==> src/rtl/mips_pkg.sv <==
// Shared pipeline types: memory-arbiter state encoding and default bus widths.
package mips_pkg;

    localparam int DEF_ADDR_W = 32;
    localparam int DEF_DATA_W = 32;

    typedef enum logic [1:0] {
        IDLE      = 2'd0,
        GRANT_IF  = 2'd1,
        GRANT_MEM = 2'd2
    } arb_state_t;

endpackage

==> src/rtl/arb_timeout_cnt.sv <==
// Clear/enable up-counter; done flags the LIMIT-th consecutive enabled cycle.
module arb_timeout_cnt #(
    parameter int LIMIT = 15
) (
    input  logic clk,
    input  logic reset,
    input  logic clr,
    input  logic en,
    output logic done
);

    localparam int W = $clog2(LIMIT + 1);

    logic [W-1:0] cnt;

    always_ff @(posedge clk or negedge reset) begin
        if (!reset)
            cnt <= '0;
        else if (clr)
            cnt <= '0;
        else if (en && cnt != W'(LIMIT))
            cnt <= cnt + 1'b1;
    end

    // Fires during the cycle that completes LIMIT waiting cycles, so the owner can abort on that edge.
    assign done = en && (cnt == W'(LIMIT - 1));

endmodule

==> src/rtl/mem_port_arbiter.sv <==
// Single-port RAM arbiter between instruction fetch and load/store, with
// starvation guard for fetch and an ack watchdog that aborts hung accesses.
module mem_port_arbiter
    import mips_pkg::*;
#(
    parameter int ADDR_W       = DEF_ADDR_W,
    parameter int DATA_W       = DEF_DATA_W,
    parameter int STARVE_LIMIT = 4,
    parameter int TIMEOUT      = 15
) (
    input  logic              clk,
    input  logic              reset,
    input  logic              if_req,
    input  logic [ADDR_W-1:0] if_addr,
    output logic [DATA_W-1:0] if_rdata,
    output logic              if_ready,
    output logic              if_stall,
    input  logic              mem_rd_req,
    input  logic              mem_wr_req,
    input  logic [ADDR_W-1:0] mem_addr,
    input  logic [DATA_W-1:0] mem_wdata,
    output logic [DATA_W-1:0] mem_rdata,
    output logic              mem_ready,
    output logic              mem_stall,
    output logic              ram_en,
    output logic              ram_we,
    output logic [ADDR_W-1:0] ram_addr,
    output logic [DATA_W-1:0] ram_wdata,
    input  logic [DATA_W-1:0] ram_rdata,
    input  logic              ram_ack,
    output logic              bus_err
);

    localparam int SW = $clog2(STARVE_LIMIT + 1);

    arb_state_t    state_q, state_d;
    logic [SW-1:0] starve_cnt;
    logic          mem_req, if_force, busy, fin, to_done;
    logic          grant_if, grant_mem;

    assign mem_req   = mem_rd_req | mem_wr_req;
    assign if_force  = if_req && (starve_cnt == SW'(STARVE_LIMIT));
    assign busy      = (state_q != IDLE);
    assign fin       = busy && (ram_ack || to_done);
    assign if_stall  = if_req & ~if_ready;
    assign mem_stall = mem_req & ~mem_ready;

    arb_timeout_cnt #(.LIMIT(TIMEOUT)) u_wdog (
        .clk  (clk),
        .reset(reset),
        .clr  (!busy),
        .en   (busy && !ram_ack),
        .done (to_done)
    );

    always_ff @(posedge clk or negedge reset) begin
        if (!reset)
            state_q <= IDLE;
        else
            state_q <= state_d;
    end

    always_comb begin
        state_d   = state_q;
        grant_if  = 1'b0;
        grant_mem = 1'b0;
        unique case (state_q)
            IDLE: begin
                if (mem_req && !if_force) begin
                    grant_mem = 1'b1;
                    state_d   = GRANT_MEM;
                end else if (if_req) begin
                    grant_if = 1'b1;
                    state_d  = GRANT_IF;
                end
            end
            GRANT_IF, GRANT_MEM: if (fin) state_d = IDLE;
            default: state_d = IDLE;
        endcase
    end

    always_ff @(posedge clk or negedge reset) begin
        if (!reset) begin
            ram_en     <= 1'b0;
            ram_we     <= 1'b0;
            ram_addr   <= '0;
            ram_wdata  <= '0;
            if_rdata   <= '0;
            mem_rdata  <= '0;
            if_ready   <= 1'b0;
            mem_ready  <= 1'b0;
            bus_err    <= 1'b0;
            starve_cnt <= '0;
        end else begin
            if_ready  <= 1'b0;
            mem_ready <= 1'b0;

            // Simultaneous read+write requests resolve to a write.
            if (grant_mem) begin
                ram_en    <= 1'b1;
                ram_we    <= mem_wr_req;
                ram_addr  <= mem_addr;
                ram_wdata <= mem_wdata;
            end else if (grant_if) begin
                ram_en   <= 1'b1;
                ram_we   <= 1'b0;
                ram_addr <= if_addr;
            end

            // Completion or watchdog abort; an abort returns zero data and latches bus_err.
            if (fin) begin
                ram_en <= 1'b0;
                if (!ram_ack)
                    bus_err <= 1'b1;
                if (state_q == GRANT_IF) begin
                    if_ready <= 1'b1;
                    if_rdata <= ram_ack ? ram_rdata : '0;
                end else begin
                    mem_ready <= 1'b1;
                    if (!ram_ack)
                        mem_rdata <= '0;
                    else if (!ram_we)
                        mem_rdata <= ram_rdata;
                end
            end

            if (grant_mem && if_req) begin
                if (starve_cnt != SW'(STARVE_LIMIT))
                    starve_cnt <= starve_cnt + 1'b1;
            end else if (grant_if || (!busy && !if_req)) begin
                starve_cnt <= '0;
            end
        end
    end

endmodule

==> config.mk <==
export PLATFORM = sky130hd
export DESIGN_NAME = mem_port_arbiter
export DESIGN_NICKNAME = d
export VERILOG_FILES = /design/src/rtl/mips_pkg.sv /design/src/rtl/arb_timeout_cnt.sv /design/src/rtl/mem_port_arbiter.sv
export SDC_FILE = /design/constraint.sdc
export NUM_CORES = 1
export LEC_CHECK = 0
export BUFFER_PORTS_ARGS = -buffer_cell sky130_fd_sc_hd__buf_2
export CORE_MARGIN = 4
export CORE_UTILIZATION = 42
export DETAILED_ROUTE_END_ITERATION = 10
export PLACE_DENSITY_LB_ADDON = 0.25
export REMOVE_ABC_BUFFERS = 1
export SYNTH_ARGS = -nofsm -noshare
export SYNTH_HDL_FRONTEND = slang
export SYNTH_SLANG_ARGS = --single-unit
==> constraint.sdc <==
create_clock -name clk -period 1.61 [get_ports clk]
set_clock_uncertainty 0.05 [all_clocks]
set_input_delay 0.0805 -clock clk [delete_from_list [all_inputs] [get_ports clk]]
set_output_delay 0.0805 -clock clk [all_outputs]
set_load 0.02 [all_outputs]
**Word-level counts from Yosys, hierarchy flattened**

Cells that the tools add are included.

- Logic and storage cells: 85
- Register bits after elaboration: 142
- Output and inout bits: 135

- Equality and inequality tests: 11
- Reductions and logical operators: 25
- Multiplexer cells: 28
- Bitwise operators: 7
- Add/sub/neg operators: 2

Operator list:

| operator | number |
|---|---|
| two-way mux 32 bit | 5 |
| two-way mux 1 bit | 14 |
| two-way mux 3 bit | 3 |
| logical AND 1 bit | 8 |
| two-way mux 4 bit | 2 |
| AND reduction 2 bit | 4 |
| two-way mux 2 bit | 3 |
| != test 3 bit (second input constant) | 2 |
| nonzero test 2 bit | 3 |
| adder 4 x 1 -> 4 bit (second input constant) | 1 |
| equality test 4 bit (second input constant) | 1 |
| logical NOT 1 bit | 4 |
| != test 2 x 1 -> 1 bit (second input constant) | 2 |
| != test 2 bit (second input constant) | 2 |
| != test 4 bit (second input constant) | 1 |
| inverter 1 bit | 4 |
| one-hot mux 2 bit (2 select lines) | 1 |
| adder 3 x 1 -> 3 bit (second input constant) | 1 |
| equality test 3 bit (second input constant) | 1 |
| AND reduction 3 bit | 1 |
| nonzero test 3 bit | 1 |
| bitwise AND 1 bit | 2 |
| equality test 2 x 1 -> 1 bit (second input constant) | 1 |
| equality test 2 bit (second input constant) | 1 |
| 4 further kinds | 5 |

**Depth between registers and ports, before layout**

Gate-level depths: netlist of run 1.

- Word-level depth: 9
- Gate-level depth with buffers: 7
- Gate-level depth less buffers: 5

**Cells and area by module**

Synthesis of run 1 repeated with hierarchy kept, for this count alone.

- Cells, all modules: 462
- Area total of the unflattened synthesis: 6324.8 um2

Modules (own cells, without submodules):

| module | cells each | times used | area an instance (um2) |
|---|---|---|---|
| mem_port_arbiter | 439 | 1 | 6064.6 |
| arb_timeout_cnt | 23 | 1 | 260.2 |

**Worst setup path after synthesis of run 1**

No wires, ideal clock.

- Kind: register -> register
- Start point: register state_q[0]
- End point: register u_wdog.cnt[0]
- Buffers on the path: 1
- Required time: 1.435 ns
- Slack: -0.149 ns
- Data arrival time: 1.584 ns
- Period minus slack after synthesis: 1.759 ns
- Stages on the path, launching flop included: 7
- Path through: dfrtp_1 > inv_1 > ha_1 > buf_2 > a311oi_1 > nor2_1 > mux2_2

- Cells in the longest elaborated chain, start to end: 4

Ends and longest elaborated chain:

| what | RTL line | source |
|---|---|---|
| start, declared | mem_port_arbiter.sv:36 | `arb_state_t state_q, state_d;` |
| start signal, assigned | mem_port_arbiter.sv:60 | `state_q <= state_d;` |
| nonzero test 2 bit * | mem_port_arbiter.sv:43 | `assign busy = (state_q != IDLE);` |
| logical AND 1 bit | mem_port_arbiter.sv:52 | `.en (busy && !ram_ack),` |
| logical AND 1 bit | arb_timeout_cnt.sv:21 | `else if (en && cnt != W'(LIMIT))` |
| != test 2 x 1 -> 1 bit (no line) | -- |  |
| end signal, assigned | arb_timeout_cnt.sv:22 | `cnt <= cnt + 1'b1;` |
| end, declared | arb_timeout_cnt.sv:14 | `logic [W-1:0] cnt;` |

Mark *: on every way between the ends. The rest lies on a longest branch, timed or not.
A chain may end at the register's enable or synchronous reset.

**Worst setup path after layout of run 1**

- Start point: register state_q[0]
- End point: register mem_rdata[9]

- Cells in the longest elaborated chain, start to end: 6

Ends and longest elaborated chain:

| what | RTL line | source |
|---|---|---|
| nonzero test 2 bit | mem_port_arbiter.sv:43 |  |
| logical AND 1 bit | mem_port_arbiter.sv:52 |  |
| logical AND 1 bit | arb_timeout_cnt.sv:26 | `assign done = en && (cnt == W'(LIMIT - 1));` |
| logical OR 1 bit | mem_port_arbiter.sv:44 | `assign fin = busy && (ram_ack \|\| to_done);` |
| logical AND 1 bit | mem_port_arbiter.sv:44 |  |
| AND reduction 3 bit (no line) * | -- |  |
| end signal, assigned | mem_port_arbiter.sv:123 | `mem_rdata <= ram_rdata;` |
| end, declared | mem_port_arbiter.sv:22 | `output logic [DATA_W-1:0] mem_rdata,` |

Marked as above.

==> results.json, run 1 <==
{
  "grt-busiest-layer": "met2",
  "ant_nets": 0,
  "async_flop_share_pct": 100,
  "nNetsFinal": 1043,
  "slowest_delay_ps": 390,
  "routedWlPerCell_um": 20.1,
  "cp_max_fo": 32,
  "io_pins": 269,
  "vias": 6028,
  "synth_edf_count": 0,
  "grt_pass1_wl_um": 32600,
  "leakage_nw": 4.97,
  "drv_slew": 0,
  "gp_congestion": 0.816,
  "period_share_pct": 107,
  "dpl.hpwl_um": 12200,
  "portBuffers": 268,
  "powerDensity_mw_per_mm2": 1990,
  "peakVddDrop_uv": 1260,
  "ys_types": 39,
  "core_area_mm2": 0.0134,
  "die_w_um": 125,
  "grt_max_degree": 45,
  "synthCells": 467,
  "crit_path_end_kind": "flip-flop",
  "drt_iter0_drc": 514,
  "status": "finished, violations left",
  "cp-start-kind": "flip-flop",
  "antenna_found_initial": 2,
  "avgViaCountPerCell": 5.51,
  "first_global_vias": 6283,
  "globalRouteOverflowTotal": 0,
  "htreeDepth": 4,
  "rr_endpoint": "mem_rdata[9]",
  "cp.required_ps": 1850,
  "drive_gt1_share_pct": 46.4,
  "ys_seq_elements": 142,
  "rrSetupSlack_ps": -110,
  "avgSynthCellArea_um2": 12.4,
  "drcViolationCount": 0,
  "drt_wl_total_um": 21900,
  "ys_seq_area_share_pct": 61.3,
  "worst_pin_slew_ps": 542,
  "dr.pass1.iters": 8,
  "rows": 42,
  "cp.arrival_ps": 1960,
  "final-setup-viol-count": 97,
  "clk_pin_slew_ps": 60,
  "final_common_cell": "buf_2",
  "path_buf_inv": 2,
  "cts_root_buffer": "clkbuf_16",
  "clock-sinks": 142,
  "critPathKind": "reg -> reg",
  "gr-usage-met1_pct": 30.4,
  "tritoncts": "built",
  "cp_top_family": "compound AO/OA/AOI/OAI gates",
  "cap_viol_max_count": 0,
  "slowest_stage": "dfrtp_1",
  "die_y_um": 125,
  "crit_chain": "buf_4 -> ha_2 -> a2111o_1 -> buf_12 -> a22o_1",
  "timing.fmax_ghz": 0.583,
  "rsz0062_at_grt": "true",
  "post-route-min-period_ps": 1720,
  "met3_usage_pct": 5.80,
  "synth_area_mm2": 0.00580,
  "holdWs_ps": 106,
  "area_growth_pct": 73.4,
  "layout.cells.most_common_list": "267 x buf_2, 142 x dfrtp_1, 131 x dlygate4sd3_1",
  "use_met2_pct": 43.5,
  "r2r_start": "state_q[0]",
  "violations": "setup timing",
  "postLayoutCoreUtil_pct": 75.0,
  "finalHoldViolCount": 0,
  "dieArea_mm2": 0.0157,
  "hold_class": "in -> async",
  "slew_headroom_pct": 63.9,
  "numCtsBuffers": 17,
  "clk_path_buf_depth": 2,
  "nFillCells": 815,
  "yosys_warnings": 0,
  "clk_latency_ps": 410,
  "setup_slack_ps": -106,
  "synth_flop_cell": "dfrtp_1",
  "r2r_cells": 5,
  "grt_usage_pct": 25.6,
  "initial_utilization_pct": 43.3
}
layer usage:
layer | share of wire [%] | wire, um | up-vias
li1 | - | - | 2621
met5 | 0 | 0 | -
met1 | 38 | 8300 | 2963
met2 | 51 | 11200 | 349
met4 | 5.0 | 1090 | 0
met3 | 6.3 | 1380 | 95
flip-flops by register name (all words and copies together) (netlist names):
name / cells
ram_addr: 32
bus_err: 1
starve_cnt: 3
if_ready: 1
mem_ready: 1
mem_rdata: 32
ram_en: 1
if_rdata: 32
u_wdog.cnt: 4
ram_wdata: 32
state_q: 2
ram_we: 1
synthesized netlist by cell type, types with 5 or more instances:
master,count,area (um^2)
inv_1,9,33.8
nand2_1,36,135
nand3_1,5,25.0
buf_2,12,60.1
ha_1,6,75.1
a21oi_1,33,165
dfrtp_1,142,3550
nor2_1,6,22.5
mux2_2,33,372
o31ai_1,32,240
a22o_1,65,569
o21ai_0,34,170
clkbuf_1,22,82.6
through the flow:
step | setup WS (ps) | area [um^2] | total power, W | setup TNS, ps | instances
6_report | -106 | 10100 | 0.0200 | -6260 | 1094
5_1_grt | -297 | 10100 | 0.0210 | -10820 | 1094
4_1_cts | -128 | 9670 | 0.0189 | -6610 | 1083
3_5_place_dp | -169 | 7590 | 0.0141 | -15170 | 911
3_3_place_gp | -81.8 | 7590 | 0.0139 | -8210 | 911
2_1_floorplan | -1450 | 5600 | 0.0106 | -114010 | 428
logic make-up (layout without fill, tap and decap cells):
logic type / after synthesis / count (layout) / synth area share (%)
AOI/OAI and AO/OA: 180 / 180 / 22.2
buffers and inverters: 48 / 497 / 4.08
xor gates and xnor gates: 1 / 1 / 0.151
adders and majority gates: 6 / 6 / 1.29
muxes: 34 / 34 / 6.58
other: 0 / 2 / 0
and+or+nand+nor: 56 / 56 / 4.38
DFF: 142 / 142 / 61.3
worst register-to-register path, stage by stage, from the launching register on:
cell	delay [ps]
dfrtp_1	390
buf_4	150
ha_2	210
a2111o_1	390
buf_12	190
a22o_1	220
layout make-up:
class | count | area (um^2) | area share (%)
Antenna cell | 2 | 5.00 | 0.0498
Clock buffer | 20 | 447 | 4.44
Clock inverter | 12 | 136 | 1.36
Inverter | 9 | 33.8 | 0.336
Multi-Input combinational cell | 277 | 2250 | 22.4
Sequential cell | 142 | 3550 | 35.3
Tap cell | 176 | 220 | 2.19
Timing Repair Buffer | 456 | 3410 | 33.9
power by group:
part	switching, W	internal, W	total (W)	leakage [nW]
combinational	0.00551	0.00465	0.0102	2.91
sequential	0.000915	0.00512	0.00604	1.78
clock	0.00152	0.00233	0.00385	0.277
total	0.00795	0.0121	0.0200	4.97
timing repair:
action	CTS	global route
gates cloned	3	5
hold buffers	131	0
endpoints found under the hold margin	273	0
setup endpoints to repair	133	134
buffers inserted	6	6
pin swaps	4	17
gates resized for setup	30	58
worst max path at each step:
| stage | start | end | slack (ps) | depth (start not counted) |
|---|---|---|---|---|
| 6_report | state_q[0] | mem_rdata[9] | -110 | 5 |
| 3_3_place_gp | u_wdog.cnt[0] | if_rdata[6] | -80 | 6 |
| 3_5_place_dp | state_q[1] | ram_addr[16] | -170 | 7 |
| 4_1_cts | u_wdog.cnt[0] | if_rdata[15] | -130 | 6 |
| 2_1_floorplan | state_q[0] | ram_wdata[0] | -1450 | 5 |
| 5_1_grt | state_q[1] | ram_addr[23] | -300 | 9 |
Note: power is estimated with default switching activity, not from simulation.
==> inputs of run 2 (changes only) <==
Settings changed: CAP_MARGIN set to 20, PLACE_DENSITY set to 0.76, PLACE_DENSITY_LB_ADDON 0.25 to unset.
==> results.json, run 2 (synthesized netlist as in run 1, its figures left out) <==
{
  "slowest_stage": "or3b_4",
  "tritoncts": "built",
  "nNetsFinal": 1044,
  "powerDensity_mw_per_mm2": 1980,
  "globalRouteOverflowTotal": 0,
  "avgViaCountPerCell": 5.60,
  "first_global_vias": 6388,
  "crit_cells": 6,
  "grt_pass1_wl_um": 34800,
  "htreeDepth": 4,
  "cp_max_fo": 16,
  "leakage_nw": 4.97,
  "clk_latency_ps": 420,
  "hold_class": "in -> reg",
  "portBuffers": 268,
  "io_pins": 269,
  "final_common_cell": "buf_2",
  "dpl.hpwl_um": 13000,
  "drt_wl_total_um": 23600,
  "core_area_mm2": 0.0134,
  "cp_top_family": "simple AND/OR/NAND/NOR gates",
  "dpl_worst_slack_ps": -222,
  "path_buf_inv": 2,
  "peakVddDrop_uv": 1130,
  "postLayoutCoreUtil_pct": 74.9,
  "area_growth_pct": 73.2,
  "initial_utilization_pct": 43.3,
  "vias": 6129,
  "clock-sinks": 142,
  "cp.arrival_ps": 2030,
  "nFillCells": 820,
  "setup_slack_ps": -169,
  "slew_headroom_pct": 71.8,
  "final-setup-viol-count": 99,
  "cts_root_buffer": "clkbuf_16",
  "hold_depth": 2,
  "fin_cells": 1094,
  "worst_pin_slew_ps": 423,
  "die_w_um": 125,
  "routedWlPerCell_um": 21.6,
  "final_area_mm2": 0.0100,
  "r2r_cells": 6,
  "drt_iter0_drc": 471,
  "status": "finished, violations left",
  "crit_chain": "inv_2 -> ha_4 -> a31oi_4 -> or3b_4 -> clkbuf_16 -> a22o_1",
  "crit_path_end_kind": "flip-flop",
  "post-route-min-period_ps": 1780,
  "critPathKind": "reg -> reg",
  "cp-start-kind": "flip-flop",
  "place_inst": 907,
  "violations": "setup timing",
  "drive_gt1_share_pct": 46.8,
  "period_share_pct": 110,
  "placed_cell_area_mm2": 0.00759,
  "timing.fmax_ghz": 0.562,
  "holdWs_ps": 34.3,
  "rows": 42,
  "rsz0062_at_grt": "true",
  "dieArea_mm2": 0.0157,
  "die_y_um": 125,
  "ant_nets": 0,
  "layout.cells.most_common_list": "267 x buf_2, 142 x dfrtp_1, 130 x dlygate4sd3_1",
  "antenna_found_initial": 1,
  "dr.pass1.iters": 5,
  "slowest_delay_ps": 460,
  "clk_pin_slew_ps": 60,
  "grt_max_degree": 53,
  "finalHoldViolCount": 0,
  "cp.required_ps": 1860,
  "grt_usage_pct": 28.0,
  "clk_path_buf_depth": 2,
  "cap_viol_max_count": 0,
  "gp_congestion": 0.853,
  "drcViolationCount": 0,
  "numCtsBuffers": 17,
  "drv_slew": 0
}
-- run 2: cell count changes in the layout (fill, tap and decap cells not counted), sizes merged --
| cell | change |
|---|---|
| dlygate4sd3 | -1 |
| buf | +2 |
| clkbuf | -1 |
| bufinv | -1 |
| diode | -1 |
| clkinv | +1 |
| inv | +1 |
-- run 2: where the power goes --
part	internal [W]	switching (W)	total [W]	leakage, nW
logic	0.00451	0.00555	0.0101	2.92
registers	0.00512	0.000976	0.00610	1.78
clock network	0.00217	0.00154	0.00371	0.271
total	0.0118	0.00807	0.0199	4.97
-- run 2: path summary, 6_finish.rpt --
path | slack (ps) | to | start
setup / recovery | -170 | if_rdata[27] | u_wdog.cnt[0]
min in group asynchronous | 70 | if_rdata[27] | reset
hold reg to reg | 430 | ram_addr[21] | ram_addr[21]
setup reg to reg | -170 | if_rdata[27] | u_wdog.cnt[0]
max in group asynchronous | 810 | if_rdata[2] | reset
hold / removal | 30 | ram_we | mem_wr_req
-- run 2: cell type report --
| type | instances | area, um^2 | area share, % |
|---|---|---|---|
| flip-flops and latches | 142 | 3550 | 35.4 |
| repair buffers | 457 | 3420 | 34.0 |
| multi-input cells | 277 | 2250 | 22.5 |
| clock buffers | 19 | 443 | 4.41 |
| well taps | 176 | 220 | 2.19 |
| clock inverters | 13 | 115 | 1.15 |
| inverters | 9 | 33.8 | 0.336 |
| diodes | 1 | 2.50 | 0.0249 |
-- run 2: metal layers --
layer | wire (um) | up-vias | track usage (%)
li1 | - | 2630 | -
met1 | 8580 | 2982 | 31.5
met2 | 12100 | 399 | 49.3
met3 | 1710 | 118 | 6.14
met4 | 1200 | 0 | 15.1
met5 | 0 | - | 0
-- run 2: what timing repair did --
| action | 4_1_cts | 5_1_grt |
|---|---|---|
| setup buffers | 5 | 10 |
| endpoints found under the hold margin | 271 | 0 |
| resized for setup | 29 | 65 |
| hold buffers | 130 | 0 |
| gates cloned | 3 | 8 |
| endpoints found under the setup margin | 133 | 118 |
| pin swaps | 2 | 30 |
-- run 2: through the flow --
| step | setup TNS (ps) | power [W] |
|---|---|---|
| after floorplan | -114010 | 0.0106 |
| after global placement | -13200 | 0.0138 |
| after detailed placement | -18020 | 0.0141 |
| after CTS | -7740 | 0.0188 |
| after global routing | -13230 | 0.0208 |
| final | -8580 | 0.0199 |
==> inputs of run 3 (changes only) <==
Settings changed: MAX_ROUTING_LAYER set to met4.
==> results.json, run 3 (synthesized netlist as in run 1, its figures left out) <==
{
  "violations": "setup timing",
  "placed_cell_area_mm2": 0.00759,
  "initial_utilization_pct": 43.3,
  "clk_path_buf_depth": 2,
  "gp_congestion": 0.866,
  "crit_path_end_kind": "flip-flop",
  "cap_viol_max_count": 0,
  "powerDensity_mw_per_mm2": 1980,
  "post-route-min-period_ps": 1780,
  "final-setup-viol-count": 81,
  "antenna_found_initial": 1,
  "layout.cells.most_common_list": "267 x buf_2, 142 x dfrtp_1, 130 x dlygate4sd3_1",
  "drive_gt1_share_pct": 46.6,
  "core_area_mm2": 0.0134,
  "slowest_stage": "or3b_4",
  "critPathKind": "reg -> reg",
  "final_common_cell": "buf_2",
  "grt-busiest-layer": "met2",
  "slew_headroom_pct": 72.1,
  "use_met2_pct": 49.1,
  "status": "finished, violations left",
  "path_buf_inv": 2,
  "nFillCells": 823,
  "drt_iter0_drc": 555,
  "grt_usage_pct": 28.8,
  "cp_top_family": "simple AND/OR/NAND/NOR gates",
  "grt_pass1_wl_um": 34700,
  "ant_nets": 0,
  "clk_pin_slew_ps": 60,
  "cts_root_buffer": "clkbuf_16",
  "period_share_pct": 111,
  "clock-sinks": 142,
  "vias": 6092,
  "hold_class": "in -> reg",
  "clk_latency_ps": 410,
  "slowest_delay_ps": 480,
  "leakage_nw": 4.96,
  "timing.fmax_ghz": 0.562,
  "cp-start-kind": "flip-flop",
  "dieArea_mm2": 0.0157,
  "numCtsBuffers": 17,
  "tritoncts": "built",
  "rows": 42,
  "io_pins": 269,
  "setup_slack_ps": -170,
  "rsz0062_at_grt": "true",
  "met3_usage_pct": 5.88,
  "postLayoutCoreUtil_pct": 74.9,
  "cp_max_fo": 8,
  "drcViolationCount": 0,
  "nNetsFinal": 1043,
  "final_area_mm2": 0.0100,
  "first_global_vias": 6411,
  "crit_chain": "inv_2 -> ha_4 -> a31oi_4 -> or3b_4 -> clkbuf_16 -> a22o_1",
  "cp.arrival_ps": 2030,
  "seq_area_mm2": 0.00355,
  "die_y_um": 125,
  "drt_wl_total_um": 23600,
  "rrSetupSlack_ps": -170,
  "cp.required_ps": 1860,
  "dr.pass1.iters": 5,
  "gr-usage-met1_pct": 31.7,
  "die_w_um": 125,
  "htreeDepth": 4,
  "portBuffers": 268,
  "area_growth_pct": 73.1,
  "routedWlPerCell_um": 21.6,
  "drv_slew": 0,
  "avgViaCountPerCell": 5.57,
  "worst_pin_slew_ps": 419,
  "multi_input_area_mm2": 0.00227,
  "grt_max_degree": 53,
  "globalRouteOverflowTotal": 0,
  "dpl.hpwl_um": 13000,
  "peakVddDrop_uv": 1100,
  "finalHoldViolCount": 0
}
## run 3: changes by cell type in the layout (fill, tap and decap cells not counted)
cell,change
buf_12,+1
buf_6,-3
buf_4,+2
o31ai_2,-2
inv_2,-1
clkbuf_16,-1
inv_1,+1
o31ai_4,+2
## run 3: path summary, 6_finish.rpt
kind,start,endpoint,cells past startpoint
max,u_wdog.cnt[0],if_rdata[22],6
min,mem_wr_req,ram_we,2
max reg2reg,u_wdog.cnt[0],if_rdata[22],6
min reg2reg,ram_addr[8],ram_addr[8],2
max in group asynchronous,reset,if_rdata[23],3
min in group asynchronous,reset,if_rdata[27],2
## run 3: final cells by class
class	count	share of cell area (%)
well taps	176	2.19
clock buffers	19	4.41
multi-input cells	277	22.6
clock inverters	13	1.15
flip-flops and latches	142	35.4
diodes	1	0.0249
repair buffers	456	33.8
inverters	9	0.337
## run 3: metrics by stage
step | cells | power [W] | setup WS (ps) | hold WS, ps | TNS (ps)
floorplan | 428 | 0.0106 | -1450 | -265 | -114010
CTS | 1077 | 0.0188 | -142 | 8.54 | -7740
finish | 1093 | 0.0199 | -170 | 38.7 | -8230
global route | 1093 | 0.0208 | -205 | 47.5 | -12540
global placement | 907 | 0.0138 | -158 | -74.2 | -13200
detailed placement | 907 | 0.0141 | -222 | -66.1 | -18020
## run 3: what timing repair did
action / CTS / global route
pin swaps: 2 / 22
endpoints found under the setup margin: 133 / 119
hold buffers: 130 / 0
gates cloned: 3 / 8
setup buffers: 5 / 9
resized for setup: 29 / 65
endpoints found under the hold margin: 271 / 0
## run 3: where the power goes
group          internal (W)  total, W  switching (W)
Clock               0.00217   0.00369        0.00152
Combinational       0.00452    0.0101        0.00558
Sequential          0.00512   0.00610       0.000975
Total                0.0118    0.0199        0.00808
## run 3: metal layers
metal	wire length (um)	vias to the layer above
met3	1670	101
met4	1100	0
met1	8700	2971
li1	-	2620
met2	12200	400
met5	0	-
## run 3: worst reg2reg max path: cells and delay by family (launching register included)
| kind | cells | cell delay, ps |
|---|---|---|
| buffers and inverters | 2 | 270 |
| flip-flops | 1 | 380 |
| AO/OA/AOI/OAI | 2 | 340 |
| adder cells (fa/ha/maj) | 1 | 140 |
| AND/OR/NAND/NOR | 1 | 480 |
